`src/rtl/alu_share_ctrl_pkg.sv`:
```
// Shared execute-stage defines: widths, ALU command encodings, flag positions
// and command-class helpers used by the ALU sharing controller.
package alu_share_ctrl_pkg;

  localparam int unsigned REGISTER_LEN        = 32;
  localparam int unsigned EXECUTE_COMMAND_LEN = 4;

  localparam logic [EXECUTE_COMMAND_LEN-1:0] NOP_EXE = 4'h0;
  localparam logic [EXECUTE_COMMAND_LEN-1:0] ADD_EXE = 4'h1;
  localparam logic [EXECUTE_COMMAND_LEN-1:0] ADC_EXE = 4'h2;
  localparam logic [EXECUTE_COMMAND_LEN-1:0] SUB_EXE = 4'h3;
  localparam logic [EXECUTE_COMMAND_LEN-1:0] SBC_EXE = 4'h4;
  localparam logic [EXECUTE_COMMAND_LEN-1:0] AND_EXE = 4'h5;
  localparam logic [EXECUTE_COMMAND_LEN-1:0] ORR_EXE = 4'h6;
  localparam logic [EXECUTE_COMMAND_LEN-1:0] EOR_EXE = 4'h7;
  localparam logic [EXECUTE_COMMAND_LEN-1:0] MOV_EXE = 4'h8;
  localparam logic [EXECUTE_COMMAND_LEN-1:0] MVN_EXE = 4'h9;
  localparam logic [EXECUTE_COMMAND_LEN-1:0] CMP_EXE = 4'hA;
  localparam logic [EXECUTE_COMMAND_LEN-1:0] TST_EXE = 4'hB;
  localparam logic [EXECUTE_COMMAND_LEN-1:0] LDR_EXE = 4'hC;
  localparam logic [EXECUTE_COMMAND_LEN-1:0] STR_EXE = 4'hD;

  // Bit positions inside the {Z,C,N,V} nibble
  localparam int unsigned FLAG_Z = 3;
  localparam int unsigned FLAG_C = 2;
  localparam int unsigned FLAG_N = 1;
  localparam int unsigned FLAG_V = 0;

  typedef enum logic {
    RSP_EMPTY = 1'b0,
    RSP_FULL  = 1'b1
  } rsp_state_e;

  function automatic logic is_logical(input logic [EXECUTE_COMMAND_LEN-1:0] cmd);
    return (cmd == MOV_EXE) || (cmd == MVN_EXE) || (cmd == AND_EXE) ||
           (cmd == ORR_EXE) || (cmd == EOR_EXE) || (cmd == TST_EXE);
  endfunction

  function automatic logic is_compare(input logic [EXECUTE_COMMAND_LEN-1:0] cmd);
    return (cmd == CMP_EXE) || (cmd == TST_EXE);
  endfunction

  function automatic logic is_arith(input logic [EXECUTE_COMMAND_LEN-1:0] cmd);
    return (cmd == ADD_EXE) || (cmd == ADC_EXE) || (cmd == SUB_EXE) ||
           (cmd == SBC_EXE) || (cmd == CMP_EXE);
  endfunction

  function automatic logic is_mem(input logic [EXECUTE_COMMAND_LEN-1:0] cmd);
    return (cmd == LDR_EXE) || (cmd == STR_EXE);
  endfunction

endpackage

```
`src/rtl/alu_share_ctrl_rr_arb2.sv`:
```
// Two-way round-robin arbiter: a lone requester always wins; on contention
// the requester that did not win the last transfer is granted.
module rr_arb2 (
  input  logic       clk,
  input  logic       rst_n,
  input  logic [1:0] valid,
  input  logic       update_en,
  output logic [1:0] grant
);

  logic last_gnt;

  always_comb begin
    grant = '0;
    unique case (valid)
      2'b01:   grant = 2'b01;
      2'b10:   grant = 2'b10;
      2'b11:   grant = last_gnt ? 2'b01 : 2'b10;
      default: grant = '0;
    endcase
  end

  // Reset to 1 so port 0 wins the first contention
  always_ff @(posedge clk or negedge rst_n) begin
    if (!rst_n) begin
      last_gnt <= 1'b1;
    end else if (update_en) begin
      last_gnt <= grant[1];
    end
  end

endmodule

```
`src/rtl/alu_share_ctrl.sv`:
```
// Shares the execute-stage ALU between two requesters, buffers one result
// and owns the architectural NZCV flags that feed the ALU carry-in.
module alu_share_ctrl
  import alu_share_ctrl_pkg::*;
#(
  parameter int unsigned REG_W = REGISTER_LEN,
  parameter int unsigned CMD_W = EXECUTE_COMMAND_LEN
) (
  input  logic             clk,
  input  logic             rst_n,
  input  logic [1:0]       req_valid,
  output logic [1:0]       req_ready,
  input  logic [CMD_W-1:0] req_cmd0,
  input  logic [CMD_W-1:0] req_cmd1,
  input  logic [REG_W-1:0] req_a0,
  input  logic [REG_W-1:0] req_b0,
  input  logic [REG_W-1:0] req_a1,
  input  logic [REG_W-1:0] req_b1,
  input  logic [1:0]       req_s,
  output logic             rsp_valid,
  input  logic             rsp_ready,
  output logic             rsp_id,
  output logic [REG_W-1:0] rsp_data,
  output logic [3:0]       rsp_flags,
  output logic [REG_W-1:0] alu_in1,
  output logic [REG_W-1:0] alu_in2,
  output logic [CMD_W-1:0] alu_command,
  output logic             alu_cin,
  input  logic [REG_W-1:0] alu_out,
  input  logic [3:0]       alu_status,
  output logic [3:0]       flags
);

  rsp_state_e state;
  logic [1:0] grant;
  logic       issue_ok;
  logic       xfer;
  logic       gnt_idx;
  logic [CMD_W-1:0] sel_cmd;
  logic [EXECUTE_COMMAND_LEN-1:0] cls_cmd;
  logic       sel_s;
  logic [3:0] flags_nxt;

  rr_arb2 u_arb (
    .clk       (clk),
    .rst_n     (rst_n),
    .valid     (req_valid),
    .update_en (xfer),
    .grant     (grant)
  );

  // rst_n gating keeps grants low during reset even though the state reads EMPTY
  assign issue_ok  = rst_n && ((state == RSP_EMPTY) || rsp_ready);
  assign req_ready = issue_ok ? grant : '0;
  assign xfer      = |req_ready;
  assign gnt_idx   = req_ready[1];

  assign sel_cmd = gnt_idx ? req_cmd1 : req_cmd0;
  assign sel_s   = gnt_idx ? req_s[1] : req_s[0];
  assign cls_cmd = EXECUTE_COMMAND_LEN'(sel_cmd);

  assign alu_in1     = gnt_idx ? req_a1 : req_a0;
  assign alu_in2     = gnt_idx ? req_b1 : req_b0;
  assign alu_command = xfer ? sel_cmd : CMD_W'(NOP_EXE);
  assign alu_cin     = flags[FLAG_C];

  assign rsp_valid = (state == RSP_FULL);

  // Compares always commit; loads/stores never touch the flags
  always_comb begin
    flags_nxt = flags;
    if (!is_mem(cls_cmd) && (sel_s || is_compare(cls_cmd))) begin
      if (is_arith(cls_cmd)) begin
        flags_nxt = alu_status;
      end else if (is_logical(cls_cmd)) begin
        flags_nxt[FLAG_Z] = alu_status[FLAG_Z];
        flags_nxt[FLAG_N] = alu_status[FLAG_N];
      end
    end
  end

  always_ff @(posedge clk or negedge rst_n) begin
    if (!rst_n) begin
      state     <= RSP_EMPTY;
      rsp_id    <= 1'b0;
      rsp_data  <= '0;
      rsp_flags <= '0;
      flags     <= '0;
    end else begin
      if (xfer) begin
        state     <= RSP_FULL;
        rsp_data  <= alu_out;
        rsp_flags <= alu_status;
        rsp_id    <= gnt_idx;
        flags     <= flags_nxt;
      end else if ((state == RSP_FULL) && rsp_ready) begin
        state <= RSP_EMPTY;
      end
    end
  end

endmodule

```
`config.mk`:
```
export PLATFORM = sky130hd
export DESIGN_NAME = alu_share_ctrl
export DESIGN_NICKNAME = d
export VERILOG_FILES = /design/src/rtl/alu_share_ctrl_pkg.sv /design/src/rtl/alu_share_ctrl_rr_arb2.sv /design/src/rtl/alu_share_ctrl.sv
export SDC_FILE = /design/constraint.sdc
export NUM_CORES = 1
export LEC_CHECK = 0
export CAP_MARGIN = 10
export CORE_AREA = 3 3 113 115
export CTS_BUF_LIST = sky130_fd_sc_hd__clkbuf_8
export CTS_CLUSTER_SIZE = 24
export DETAILED_ROUTE_END_ITERATION = 16
export DIE_AREA = 0 0 116 118
export PLACE_DENSITY = 0.64
export SYNTH_ARGS = -nofsm -noshare
export SYNTH_HDL_FRONTEND = slang
export SYNTH_SLANG_ARGS = --single-unit
```
`constraint.sdc`:
```
create_clock -name clk -period 4.5 [get_ports clk]
set_input_delay 1.35 -clock clk [delete_from_list [all_inputs] [get_ports clk]]
set_output_delay 1.35 -clock clk [all_outputs]
set_load 0.03 [all_outputs]
```
After elaboration in Yosys (flattened, before gate mapping). Cells that the tools add are included.

Flip-flop bits (word level): 43. Latch bits: 0. RAM bits: 0. ROM bits: 0. Bits of input ports: 179. Output and inout bits: 113. Logic and storage cells: 60. Memories kept: 0.

$add $sub $neg: 0. $mul: 0. Div/mod/pow operators: 0. $lt $le $gt $ge: 0. Equal/unequal tests: 16. Shift-type cells: 0. Mux-type cells: 14. Bitwise operators: 1. Reductions and logical operators: 22.

Operators with widths (count): two-way mux 32 bit (2); == test 4 bit (second input constant) (6); == test 4 x 3 -> 1 bit (second input constant) (4); logical OR 1 bit (13); == test 4 x 2 -> 1 bit (second input constant) (2); two-way mux 4 bit (2); two-way mux 1 bit (7); one-hot mux 2 bit (3 select lines) (1); AND reduction 3 bit (2); == test 2 bit (second input constant) (2); == test 4 x 1 -> 1 bit (second input constant) (1); two-way mux 2 bit (2); nonzero test 2 bit (2); logical AND 1 bit (3); == test 2 x 1 -> 1 bit (second input constant) (1); OR reduction 2 bit (1); logical NOT 1 bit (1); NOT 1 bit (1).

Logic depth before layout (Yosys ltp).
Depth after elaboration: 13. Depth in mapped cells: 6. Gate-level depth less buffers: 6.

By module. A second synthesis with hierarchy kept.

Cell total of the unflattened synthesis: 415. Area, all modules: 2613.8 µm².

Modules (own cells, without submodules): alu_share_ctrl (times used 1, cells each 410, area an instance 2549.9 µm², seq. area each 1051.0 µm²); rr_arb2 (times used 1, cells each 5, area an instance 63.8 µm², seq. area each 26.3 µm²).

Worst setup path after synthesis. No wires, ideal clock.

Kind: input-to-output. From: in rsp_ready. To: out alu_command[1]. Arrival time: 2.634 ns. Slack: 0.516 ns. Stages on the path: 5. Buffers on the path: 0. Cell sequence: nand2b_4 -> nand4_4 -> inv_2 -> nor2_1 -> a22o_1.

Cells in the longest elaborated chain, start to end: 5. Elaborated cells between the ends (all ways): 6. Those cells by class: mux: 3; reduce/logical: 3.

Ends and longest elaborated chain: from (decl) (RTL line alu_share_ctrl.sv:21) `input logic rsp_ready,`; logical OR 1 bit (RTL line alu_share_ctrl.sv:53) `assign issue_ok = rst_n && ((state == RSP_EMPTY) || rsp_ready);`; logical AND 1 bit (RTL line alu_share_ctrl.sv:53); two-way mux 2 bit (RTL line alu_share_ctrl.sv:54) `assign req_ready = issue_ok ? grant : '0;`; net req_ready[0] (RTL line alu_share_ctrl.sv:12) `output logic [1:0] req_ready,`; OR reduction 2 bit (RTL line alu_share_ctrl.sv:55) `assign xfer = |req_ready;`; two-way mux 4 bit (RTL line alu_share_ctrl.sv:64) `assign alu_command = xfer ? sel_cmd : CMD_W'(NOP_EXE);`; to (decl) (RTL line alu_share_ctrl.sv:27) `output logic [CMD_W-1:0] alu_command,`.

The timed path passes the listed nets, and every way through them passes these cells.

Final worst setup path.
From: in req_valid[0]. To: out alu_in1[12].

Cells in the longest elaborated chain, start to end: 4. Elaborated cells between the ends (all ways): 6. Those cells by class: eq/ne: 3; mux: 3.

Ends and longest elaborated chain: from (decl) (RTL line alu_share_ctrl.sv:11) `input logic [1:0] req_valid,`; == test 2 bit or == test 2 x 1 -> 1 bit (tied branches) (RTL line alu_share_ctrl_rr_arb2.sv:15) `unique case (valid)`; one-hot mux 2 bit (3 select lines) (*) (RTL line alu_share_ctrl_rr_arb2.sv:15); two-way mux 2 bit (*) (RTL line alu_share_ctrl.sv:54); two-way mux 32 bit (*) (RTL line alu_share_ctrl.sv:62) `assign alu_in1 = gnt_idx ? req_a1 : req_a0;`; to (decl) (RTL line alu_share_ctrl.sv:25) `output logic [REG_W-1:0] alu_in1,`.

Every way passes the cells marked *; elsewhere a longest branch is shown, timed or not.

==> run metrics <==
status completed; Area Overhead vs Synth 120.0%; fin util 0.4767; VDD IR-drop max around 0.22 mV; Rows 40; fin crit period about 4.3 ns; post-DP HPWL between 10000 and 15000 um; RSZ-0062 raised after global routing false; wire per inst ~16 um; area share of the largest cell type after synthesis 0.4072; Most used DFF post-synth dfrtp_1; Clock Sink Count 43; Longest Clk Path Bufs 2; layout cells sized above 1 0.1955; Yosys cell types 25; FMAX 0.2303 GHz; vias in the first global route roughly 3400; CP endpoint kind primary output; Mapped Area roughly 2600 um2; Root Buffer clkbuf_8; H-Tree Depth 2; initial antenna violation count 0; Setup-failing EPs final 0; CP Class in -> out; die height around 120 um; r2r startpoint u_arb.last_gnt; final hold vios 0; Clock Pin Slew Worst Setup and Hold Paths 0.07 ns; IO Pins 292; Initial Util 0.2167; worst-skew pair later-pin latency just under 0.3 ns; synthesized net count between 500 and 600; Pwr Density 298.4 nW/um2; top cells by area, synth dfrtp_1, nand2_1, mux2_2; Fin Setup TNS 0 ns; Leakage 2.644 nW; Hold Crit Start rsp_id; GRT Total Usage 0.1696; Slew @ Worst Pin between 0.5 and 0.6 ns; synth warn 0; largest area contributor in the netlist dfrtp_1; Routed Antenna Nets 0; Nets about 800; Fin Hold WS between 0.4 and 0.5 ns; skew final roughly 0.0091 ns; worst reg2reg path depth 7; worst reg2reg path endpoint flags[2]; Overflow after GRT 0; vias per cell ~4.4; Final GP Congestion about 0.82; fin crit share 0.9648; Slew HR 0.6366; Fillers 1158; Synth Area per Inst about 7.7 um2; crit path DAT 2.99 ns; Post-synth EDFFs 0; most frequent cells after synthesis nand2_1, dfrtp_1, mux2_2, clkbuf_1, mux2_1; DRC Markers 0; register area share after synthesis 0.4174; Syn Inst Count ~330; post-CTS sizing 0; largest net degree at the start of global routing 68; Hold-fix buffers, CTS 0; ANT cells 0; CORE AREA ~12000 um2; I/O Buffers just under 300; Critical Path RT between 3 and 4 ns; Initial DRC Count 133; worst min path class reg -> reg; DR pass1 iterations 4; pre-CTS WS between 0.1 and 0.15 ns; Worst Setup Start Kind input port; die area between 10000 and 15000 um2; async set-reset flop share out of synthesis 1.000; Final Max Slew Viols 0; hold path depth 1; setup bufs post-CTS 0; reg2reg setup slack about 2.3 ns; Worst Hold End rsp_id; count leader, synth nand2_1; Die W 116 um; wirelength, routed about 12000 um; CTS tree done; first-pass GRT wire length ~18000 um; Yosys reg bits 43; Design Power 1.694 mW; Max-cap violations 0; crit path max fanout 54; final worst setup slack roughly 0.16 ns; TritonCTS Buffers 5; total vias in the final route 3335
[placed cells by master (no fill, tap or decap)]
cell / n
mux2_1: 9
a21o_1: 2
buf_4: 67
a22o_1: 1
nand4_4: 1
nand2b_4: 1
dfstp_2: 1
clkbuf_8: 6
dfrtp_1: 42
a211oi_1: 1
or4_1: 1
a2111oi_0: 3
nor3_1: 1
inv_2: 1
buf_12: 9
clkdlybuf4s50_1: 220
or3_1: 3
buf_2: 1
nand3_1: 1
a21oi_1: 5
mux2_2: 31
nor2_1: 7
o221ai_2: 1
mux2i_1: 1
nand2_1: 201
o211ai_4: 1
inv_6: 1
[where the power goes]
group	switching, mW	internal, mW	total [mW]
Combinational	0.491	0.447	0.938
Clock	0.131	0.124	0.254
Sequential	0.0394	0.463	0.503
[flip-flops by register name, summed over array words and instances (netlist names)]
signal / flops
rsp_data: 32
flags: 4
rsp_flags: 4
rsp_id: 1
rsp_valid: 1
u_arb.last_gnt: 1
[kinds of logic (layout without fill, tap and decap cells)]
group                  after synthesis  after routing  synth area share
AOI/OAI and AO/OA                   14             14           0.04265
DFF                                 43             43            0.4174
buffers and inverters               20            305           0.03150
muxes                               41             41            0.1784
and+or+nand+nor                    216            216            0.3301
[how the worst max path moves through the flow]
| stage | startpoint | endpoint |
|---|---|---|
| global route | req_valid[0] | alu_in1[12] |
| detailed placement | req_valid[0] | alu_in1[12] |
| global placement | req_valid[0] | alu_in1[12] |
| floorplan | rsp_ready | alu_command[1] |
| CTS | req_valid[0] | alu_in1[12] |
| finish | req_valid[0] | alu_in1[12] |
[layer usage]
metal / GRT usage / part of all wire / wire (um) / vias to the layer above
met5: 0 / 0 / 0 / -
met4: 0.03408 / 0.014 / 168 / 0
met3: 0.05810 / 0.10 / 1245 / 15
met2: 0.3194 / 0.53 / 6520 / 172
met1: 0.1792 / 0.36 / 4482 / 1516
li1: - / - / - / 1632
[metrics by stage]
| stage | std cells | area (um2) |
|---|---|---|
| after floorplan | 334 | 2581 |
| after global placement | 759 | 5587 |
| after detailed placement | 759 | 5587 |
| after CTS | 766 | 5678 |
| after global routing | 766 | 5678 |
| final | 766 | 5678 |
[cell type report]
| class | count | area, um2 | area share |
|---|---|---|---|
| repair buffers | 297 | 2890 | 0.5090 |
| multi-input cells | 271 | 1431 | 0.2521 |
| flip-flops and latches | 43 | 1077 | 0.1897 |
| well taps | 147 | 183.9 | 0.03239 |
| clock buffers | 6 | 82.58 | 0.01454 |
| clock inverters | 1 | 8.758 | 0.001543 |
| inverters | 1 | 3.754 | 0.0006611 |
[critical path, cell delays in order]
cell	delay [ns]
clkdlybuf4s50_1	0.55
nand2_1	0.11
nand4_4	0.13
buf_12	0.24
buf_4	0.26
nand2_1	0.07
nand2_1	0.09
buf_4	0.16
Power figures use the tool's default switching activity.
